`config.mk`:
```
export PLATFORM = sky130hd
export DESIGN_NAME = sopc_bus_arbiter_flat
export DESIGN_NICKNAME = d
export VERILOG_FILES = /design/src/rtl/sopc_bus_arbiter_if.sv /design/src/rtl/sopc_bus_arbiter.sv /design/src/flat_wrapper.sv
export SDC_FILE = /design/constraint.sdc
export NUM_CORES = 1
export LEC_CHECK = 0
export CORE_MARGIN = 5
export CORE_UTILIZATION = 30
export CTS_BUF_LIST = sky130_fd_sc_hd__clkbuf_16
export DETAILED_ROUTE_END_ITERATION = 10
export RECOVER_POWER = 100
export SLEW_MARGIN = 20
export SYNTH_ARGS = -nofsm -noshare
export SYNTH_HDL_FRONTEND = slang
export SYNTH_SLANG_ARGS = --single-unit
```
`constraint.sdc`:
```
create_clock -name clk -period 1.8 [get_ports clk]
set_input_delay 0.45 -clock clk [delete_from_list [all_inputs] [get_ports clk]]
set_output_delay 0.45 -clock clk [all_outputs]
set_load 0.03 [all_outputs]
```
`src/rtl/sopc_bus_arbiter_if.sv`:
```
// Bus bundle between the requesting masters, the arbiter and the single memory port.
// The slave modport is the arbiter's view; the master modport is the environment's view.
interface sopc_bus_arbiter_if #(
    parameter int NUM_MASTERS = 2,
    parameter int ADDR_WIDTH  = 32,
    parameter int DATA_WIDTH  = 32
);
    logic [NUM_MASTERS-1:0]              m_req;
    logic [NUM_MASTERS-1:0]              m_we;
    logic [NUM_MASTERS*ADDR_WIDTH-1:0]   m_addr;
    logic [NUM_MASTERS*DATA_WIDTH-1:0]   m_wdata;
    logic [NUM_MASTERS*DATA_WIDTH/8-1:0] m_be;
    logic [NUM_MASTERS-1:0]              m_gnt;
    logic [NUM_MASTERS-1:0]              m_rvalid;
    logic [DATA_WIDTH-1:0]               m_rdata;
    logic                                mem_ce;
    logic                                mem_we;
    logic [ADDR_WIDTH-1:0]               mem_addr;
    logic [DATA_WIDTH-1:0]               mem_wdata;
    logic [DATA_WIDTH/8-1:0]             mem_be;
    logic [DATA_WIDTH-1:0]               mem_rdata;

    modport slave (
        input  m_req, m_we, m_addr, m_wdata, m_be, mem_rdata,
        output m_gnt, m_rvalid, m_rdata, mem_ce, mem_we, mem_addr, mem_wdata, mem_be
    );

    modport master (
        output m_req, m_we, m_addr, m_wdata, m_be, mem_rdata,
        input  m_gnt, m_rvalid, m_rdata, mem_ce, mem_we, mem_addr, mem_wdata, mem_be
    );
endinterface

```
`src/rtl/sopc_bus_arbiter.sv`:
```
// Round-robin arbiter sharing one memory port among NUM_MASTERS requesters,
// one transaction at a time through IDLE -> ISSUE -> (WAIT for reads) -> IDLE.
module sopc_bus_arbiter #(
    parameter int NUM_MASTERS = 2,
    parameter int ADDR_WIDTH  = 32,
    parameter int DATA_WIDTH  = 32,
    parameter int MEM_LATENCY = 1
) (
    input  logic              clk,
    input  logic              rst,
    sopc_bus_arbiter_if.slave bus
);
    localparam int BE_WIDTH = DATA_WIDTH / 8;
    localparam int IDX_W    = $clog2(NUM_MASTERS);
    localparam int CNT_W    = 2;

    typedef enum logic [1:0] {IDLE, ISSUE, WAIT} state_t;

    state_t                 state, state_nxt;
    logic [IDX_W-1:0]       last_grant, winner, pick, idx;
    logic                   pick_valid;
    logic                   sel_we;
    logic [ADDR_WIDTH-1:0]  sel_addr;
    logic [DATA_WIDTH-1:0]  sel_wdata;
    logic [BE_WIDTH-1:0]    sel_be;
    logic                   we_q;
    logic [ADDR_WIDTH-1:0]  addr_q;
    logic [DATA_WIDTH-1:0]  wdata_q;
    logic [BE_WIDTH-1:0]    be_q;
    logic [CNT_W-1:0]       cnt;
    logic                   wait_done;
    logic [DATA_WIDTH-1:0]  rdata_q;
    logic [NUM_MASTERS-1:0] rvalid_q;
    logic [NUM_MASTERS-1:0] win_oh;

    assign win_oh    = {{(NUM_MASTERS-1){1'b0}}, 1'b1} << winner;
    assign wait_done = (cnt == CNT_W'(MEM_LATENCY - 1));

    // First requester found scanning upward from last_grant+1 wins; its fields are muxed here.
    always_comb begin
        pick_valid = 1'b0;
        pick       = last_grant;
        idx        = '0;
        sel_we     = 1'b0;
        sel_addr   = '0;
        sel_wdata  = '0;
        sel_be     = '0;
        for (int unsigned k = 1; k <= NUM_MASTERS; k++) begin
            idx = IDX_W'((32'(last_grant) + k) % NUM_MASTERS);
            if (!pick_valid && bus.m_req[idx]) begin
                pick_valid = 1'b1;
                pick       = idx;
                sel_we     = bus.m_we[idx];
                sel_addr   = bus.m_addr[idx*ADDR_WIDTH +: ADDR_WIDTH];
                sel_wdata  = bus.m_wdata[idx*DATA_WIDTH +: DATA_WIDTH];
                sel_be     = bus.m_be[idx*BE_WIDTH +: BE_WIDTH];
            end
        end
    end

    always_comb begin
        state_nxt     = state;
        bus.mem_ce    = 1'b0;
        bus.mem_we    = 1'b0;
        bus.mem_be    = '0;
        bus.m_gnt     = '0;
        bus.mem_addr  = addr_q;
        bus.mem_wdata = wdata_q;
        bus.m_rvalid  = rvalid_q;
        bus.m_rdata   = rdata_q;
        case (state)
            IDLE: begin
                if (pick_valid) state_nxt = ISSUE;
            end
            ISSUE: begin
                bus.mem_ce = 1'b1;
                bus.mem_we = we_q;
                bus.mem_be = be_q;
                bus.m_gnt  = win_oh;
                state_nxt  = we_q ? IDLE : WAIT;
            end
            WAIT: begin
                if (wait_done) state_nxt = IDLE;
            end
            default: state_nxt = IDLE;
        endcase
    end

    always_ff @(posedge clk or negedge rst) begin
        if (!rst) begin
            state      <= IDLE;
            last_grant <= IDX_W'(NUM_MASTERS - 1);
            winner     <= '0;
            we_q       <= 1'b0;
            addr_q     <= '0;
            wdata_q    <= '0;
            be_q       <= '0;
            cnt        <= '0;
            rdata_q    <= '0;
            rvalid_q   <= '0;
        end else begin
            state    <= state_nxt;
            rvalid_q <= '0;
            case (state)
                IDLE: begin
                    if (pick_valid) begin
                        winner  <= pick;
                        we_q    <= sel_we;
                        addr_q  <= sel_addr;
                        wdata_q <= sel_wdata;
                        be_q    <= sel_be;
                    end
                end
                ISSUE: begin
                    last_grant <= winner;
                    cnt        <= '0;
                end
                WAIT: begin
                    // Sample lands MEM_LATENCY cycles after ISSUE; the pulse appears the cycle after.
                    if (wait_done) begin
                        rdata_q  <= bus.mem_rdata;
                        rvalid_q <= win_oh;
                    end else begin
                        cnt <= cnt + 1'b1;
                    end
                end
                default: ;
            endcase
        end
    end
endmodule

```
`src/flat_wrapper.sv`:
```
// flat-port wrapper written by rule: the top's interface ports become plain ports
module sopc_bus_arbiter_flat 
#(
    parameter int NUM_MASTERS = 2,
    parameter int ADDR_WIDTH  = 32,
    parameter int DATA_WIDTH  = 32,
    parameter int MEM_LATENCY = 1
)
  (clk, rst, bus_m_req, bus_m_we, bus_m_addr, bus_m_wdata, bus_m_be, bus_mem_rdata, bus_m_gnt, bus_m_rvalid, bus_m_rdata, bus_mem_ce, bus_mem_we, bus_mem_addr, bus_mem_wdata, bus_mem_be);
  sopc_bus_arbiter_if #(.NUM_MASTERS(NUM_MASTERS), .ADDR_WIDTH(ADDR_WIDTH), .DATA_WIDTH(DATA_WIDTH)) bus_i ();
  input  logic clk;
  input  logic rst;
  input wire logic [$bits(bus_i.m_req)-1:0] bus_m_req;
  input wire logic [$bits(bus_i.m_we)-1:0] bus_m_we;
  input wire logic [$bits(bus_i.m_addr)-1:0] bus_m_addr;
  input wire logic [$bits(bus_i.m_wdata)-1:0] bus_m_wdata;
  input wire logic [$bits(bus_i.m_be)-1:0] bus_m_be;
  input wire logic [$bits(bus_i.mem_rdata)-1:0] bus_mem_rdata;
  output wire logic [$bits(bus_i.m_gnt)-1:0] bus_m_gnt;
  output wire logic [$bits(bus_i.m_rvalid)-1:0] bus_m_rvalid;
  output wire logic [$bits(bus_i.m_rdata)-1:0] bus_m_rdata;
  output wire logic [$bits(bus_i.mem_ce)-1:0] bus_mem_ce;
  output wire logic [$bits(bus_i.mem_we)-1:0] bus_mem_we;
  output wire logic [$bits(bus_i.mem_addr)-1:0] bus_mem_addr;
  output wire logic [$bits(bus_i.mem_wdata)-1:0] bus_mem_wdata;
  output wire logic [$bits(bus_i.mem_be)-1:0] bus_mem_be;
  assign bus_i.m_req = bus_m_req;
  assign bus_i.m_we = bus_m_we;
  assign bus_i.m_addr = bus_m_addr;
  assign bus_i.m_wdata = bus_m_wdata;
  assign bus_i.m_be = bus_m_be;
  assign bus_i.mem_rdata = bus_mem_rdata;
  assign bus_m_gnt = bus_i.m_gnt;
  assign bus_m_rvalid = bus_i.m_rvalid;
  assign bus_m_rdata = bus_i.m_rdata;
  assign bus_mem_ce = bus_i.mem_ce;
  assign bus_mem_we = bus_i.mem_we;
  assign bus_mem_addr = bus_i.mem_addr;
  assign bus_mem_wdata = bus_i.mem_wdata;
  assign bus_mem_be = bus_i.mem_be;
  sopc_bus_arbiter #(.NUM_MASTERS(NUM_MASTERS), .ADDR_WIDTH(ADDR_WIDTH), .DATA_WIDTH(DATA_WIDTH), .MEM_LATENCY(MEM_LATENCY)) u_core (.clk(clk), .rst(rst), .bus(bus_i));
endmodule
```
* Word level (Yosys, flattened, before mapping)
Cells that the tools add are included.
Operators by class: reductions and logical operators 9, bitwise logic cells 0, divide/modulo/power cells 0, shift operators 7, $add $sub $neg 3, multipliers 0, eq/ne operators 5, multiplexer cells 32, order comparisons 2
Operator list (count):
- indexed part select 64 x 7 -> 32 bit | 4
- two-way mux 32 bit | 4
- two-way mux 1 bit | 16
- indexed part select 8 x 4 -> 4 bit | 2
- two-way mux 2 bit | 7
- two-way mux 4 bit | 3
- AND reduction 2 bit | 4
- one-hot mux 2 bit (3 select lines) | 1
- zero test 2 bit | 2
- < comparator 1 x 2 -> 1 bit, second input constant | 2
- inequality test 2 x 1 -> 1 bit, second input constant | 2
- one-hot mux 2 bit (2 select lines) | 1
- adder 1 bit, second input constant | 2
- adder 2 x 1 -> 2 bit, second input constant | 1
- == test 2 x 1 -> 1 bit, second input constant | 1
- == test 2 bit, second input constant | 1
- inequality test 2 bit, second input constant | 1
- nonzero test 2 bit | 1
- left shift 1 x 1 -> 2 bit, first input constant | 1
- logical AND 1 bit | 1
- zero test 1 bit | 1
Storage, ports and cells: logic and storage cells 68, bits in writable memories 0, latch bits 0, output and inout bits 106, memories kept 0, input bits 174, register bits 109, ROM bits 0

* Logic depth before layout (Yosys ltp)
depth after elaboration 9, gate-level depth with buffers 7, gate-level depth less buffers 5

* Worst setup path after synthesis
No wires, ideal clock.
kind reg-to-output, from register u_core.state[1], to output bus_m_gnt[1], arrival time 1.123 ns, path buffers 0, required time 1.350 ns, stages on the path, launching flop included 4, slack 0.227 ns, cell sequence dfrtp_1 nand2b_1 inv_2 and2_1
On the way: longest elaborated chain between the ends 2
RTL lines:
- start, declared | RTL line sopc_bus_arbiter.sv:19 | state_t state, state_nxt;
- start signal, assigned | RTL line sopc_bus_arbiter.sv:102 | state <= state_nxt;
- == test 2 x 1 -> 1 bit | RTL line sopc_bus_arbiter.sv:71 | case (state)
- two-way mux 2 bit | RTL line sopc_bus_arbiter.sv:71
- end, declared | RTL line flat_wrapper.sv:19 | output wire logic [$bits(bus_i.m_gnt)-1:0] bus_m_gnt;
Every way passes these cells.

* Worst setup path in the final report
from register u_core.state[1], to output bus_m_gnt[0]
The elaborated chain is that of the path after synthesis.

==> flow_summary.yaml <==
outcome:
  status: "completed"
logic_synthesis:
  ys_ff_latch: 109
  yosys_warnings: 0
  ys_seq_area_share_pct: 53.0
  syn_area_mm2: 0.00514
  syn_inst: 431
  synth_nets: 607
  avgSynthCellArea_um2: 11.9
  synth_cell_types: 28
detailed_routing:
  drtIter0Drc: 181
  drt_wl_total_mm: 17.6
  ant_nets: 0
  drc: 0
  vias: 4598
  viasPerCell: 4.98
  dr.pass1.iters: 4
  route.detailed.wl_per_inst_um: 19.1
global_route:
  grt_max_degree: 44
  grt_usage_pct: 17.4
  grt_pass1_wl_mm: 27.3
  grt_overflow_total: 0
  antenna_found_initial: 1
  grt_pass1_vias: 4958
floorplanning:
  die_w_um: 141
  start_util_pct: 30.8
  design.die.area_mm2: 0.0199
  io_pins: 280
  core_region_area_mm2: 0.0167
  die-height_um: 141
  rows: 47
worst_setup_path:
  cp_slowest_stage_delay_ns: 0.39
  slowest_stage: "dfrtp_1"
  path_class: "reg2out"
  crit_top_cell: "buf_4"
  arrival_ns: 1.32
  crit_required_ns: 1.35
  path_buf_inv: 2
  path_delay_family: "flip-flops"
  crit_path_end_kind: "primary output"
  start_kind: "flop"
  crit_path_max_fanout: 3
  crit_start: "u_core.state[1]"
  path_cells: "nand2b_4 > buf_4 > nor2_1 > buf_4"
  r2r_start: "u_core.state[0]"
pwr:
  powerDensity_mw_per_mm2: 1770
  power_switching_uw: 6930
  pwr-share-clk_pct: 12.9
  swShare_pct: 46.7
  power.leakage_uw: 0.00339
  pwr-share-comb_pct: 57.8
  p_int_uw: 7920
  vdd_drop_max_v: 0.000701
  seqPwrFrac_pct: 29.3
placed_design:
  routabilityCongestion: 0.801
  place_hpwl_mm: 13.6
  placed_area_mm2: 0.00822
  placed_cells: 905
  io_buffers: 279
run:
  maxCapViolCount: 0
timing:
  post-route-min-period_ns: 1.77
  finClkSkew_ns: 0.00820
  finalSetupViolations: 0
  max_freq_ghz: 0.565
  hold_viol_final: 0
  worstMarginPinSlew_ns: 0.789
  tns_ns: 0
  post-route-period-util_pct: 98.3
  slew-limit-headroom_pct: 47.4
  holdWs_ns: 0.162
  slew_viol_final: 0
  rsz0062_at_grt: "true"
finish:
  fin_cells: 923
  fin_nets: 873
  final_area_mm2: 0.00838
  drive_above_1_share_pct: 18.4
  utilization_pct: 50.2
  area.growth.synth_to_final_pct: 62.8
clock_network:
  clk_pin_slew_worst_paths_ns: 0.07
  clockRootBuffer: "clkbuf_16"
  cts_buffer_depth: 2
  hold_buffers: 0
  clock_latency_ns: 0.35
  htreeDepth: 3
  cts_tree: "built"
  cts_made_buffers: 9
  cts.sinks: 109
hold_path:
  hp-class: "in2async"
## cell usage after synthesis
cell type	n	area share, %
dfrtp_1	108	53
a21oi_1	70	6.8
a21oi_2	69	12
a32oi_1	69	12
mux2_1	32	7.0
clkbuf_1	28	2.0
buf_6	10	2.2
buf_2	8	0.78
and2_1	6	0.73
a22o_1	4	0.68
buf_4	3	0.44
inv_2	3	0.22
ha_1	2	0.49
inv_1	2	0.15
nand2_1	2	0.15
nand2b_1	2	0.24
nor2_1	2	0.15
a21boi_1	1	0.15
a21o_1	1	0.15
and2_4	1	0.17
and2b_1	1	0.15
and3_1	1	0.12
dfstp_2	1	0.51
mux2_2	1	0.22
nor2_2	1	0.12
nor3_1	1	0.097
o22ai_1	1	0.12
or2_1	1	0.12
## flip-flops by register name, summed over array words and instances (netlist names), 2 cells and up
| name | flops |
|---|---|
| u_core.bus.m_rvalid | 2 |
| u_core.cnt | 2 |
| u_core.be_q | 4 |
| u_core.bus.m_rdata | 32 |
| u_core.state | 2 |
| u_core.bus.mem_wdata | 32 |
| u_core.bus.mem_addr | 32 |
## what timing repair did
| item | 4_1_cts | 5_1_grt |
|---|---|---|
| gates resized for setup | 100 | 3 |
| setup buffers | 1 | 0 |
| setup endpoints to repair | 104 | 8 |
## layout make-up
| cell class | count | area [um2] |
|---|---|---|
| antenna | 1 | 2.50 |
| inverter | 5 | 18.8 |
| multi-input combinational | 268 | 2150 |
| timing repair buffer | 304 | 2920 |
| fill | 1546 | 8320 |
| tap | 220 | 275 |
| sequential | 109 | 2730 |
| clock inverter | 7 | 55.1 |
| clock buffer | 9 | 225 |
## path summary, 6_finish.rpt
path	to	cells after the start	slack [ns]
max	bus_m_gnt[0]	4	0.03
min	u_core.bus.m_rdata[30]	1	0.16
max reg2reg	u_core.bus.m_rdata[3]	5	0.20
min reg2reg	u_core.bus.m_rdata[2]	1	0.48
max in group asynchronous	u_core.bus.m_rdata[22]	2	0.50
min in group clk	u_core.bus.m_rdata[2]	1	0.48
## cells in the final DEF (no fill, tap or decap), drive strengths merged
cell type,n
a21boi,1
a21o,1
a21oi,139
a22o,4
a32oi,69
and2,7
and2b,1
and3,1
buf,32
bufinv,1
clkbuf,12
clkdlybuf4s50,171
clkinv,2
dfrtp,108
dfstp,1
diode,1
dlygate4sd2,98
ha,2
inv,9
mux2,33
nand2,2
nand2b,2
nor2,3
nor3,1
o22ai,1
or2,1
## cells by family after synthesis
family,share of synthesized area (%)
DFF,53.0
muxes,7.22
and+or+nand+nor,2.04
adders and majority gates,0.486
AOI/OAI and AO/OA,31.4
buffers and inverters,5.81
## power by group through the flow
stage	Combinational [uW]	Sequential, uW	Clock [uW]
after floorplan	3320	6620	0
after global placement	9310	4370	0
after detailed placement	9470	4430	0
after CTS	8710	4360	1990
after global routing	9200	4520	2100
final	8590	4350	1910
## metrics by stage
step,power [uW],setup WS [ns]
2_1_floorplan,9940,0.227
6_report,14900,0.0310
3_3_place_gp,13700,-0.137
5_1_grt,15800,-0.0332
3_5_place_dp,13900,-0.170
4_1_cts,15100,0.00665
## routing by layer
| metal | wire [um] | share of wire [%] | global-route usage (%) | vias up |
|---|---|---|---|---|
| met5 | 0 | 0 | 0 | - |
| met4 | 218 | 1.2 | 4.84 | 0 |
| met3 | 1350 | 7.7 | 5.01 | 15 |
| met2 | 8920 | 51 | 30.6 | 172 |
| met1 | 7110 | 40 | 20.6 | 2217 |
| li1 | - | - | - | 2194 |
Power figures use the tool's default switching activity.
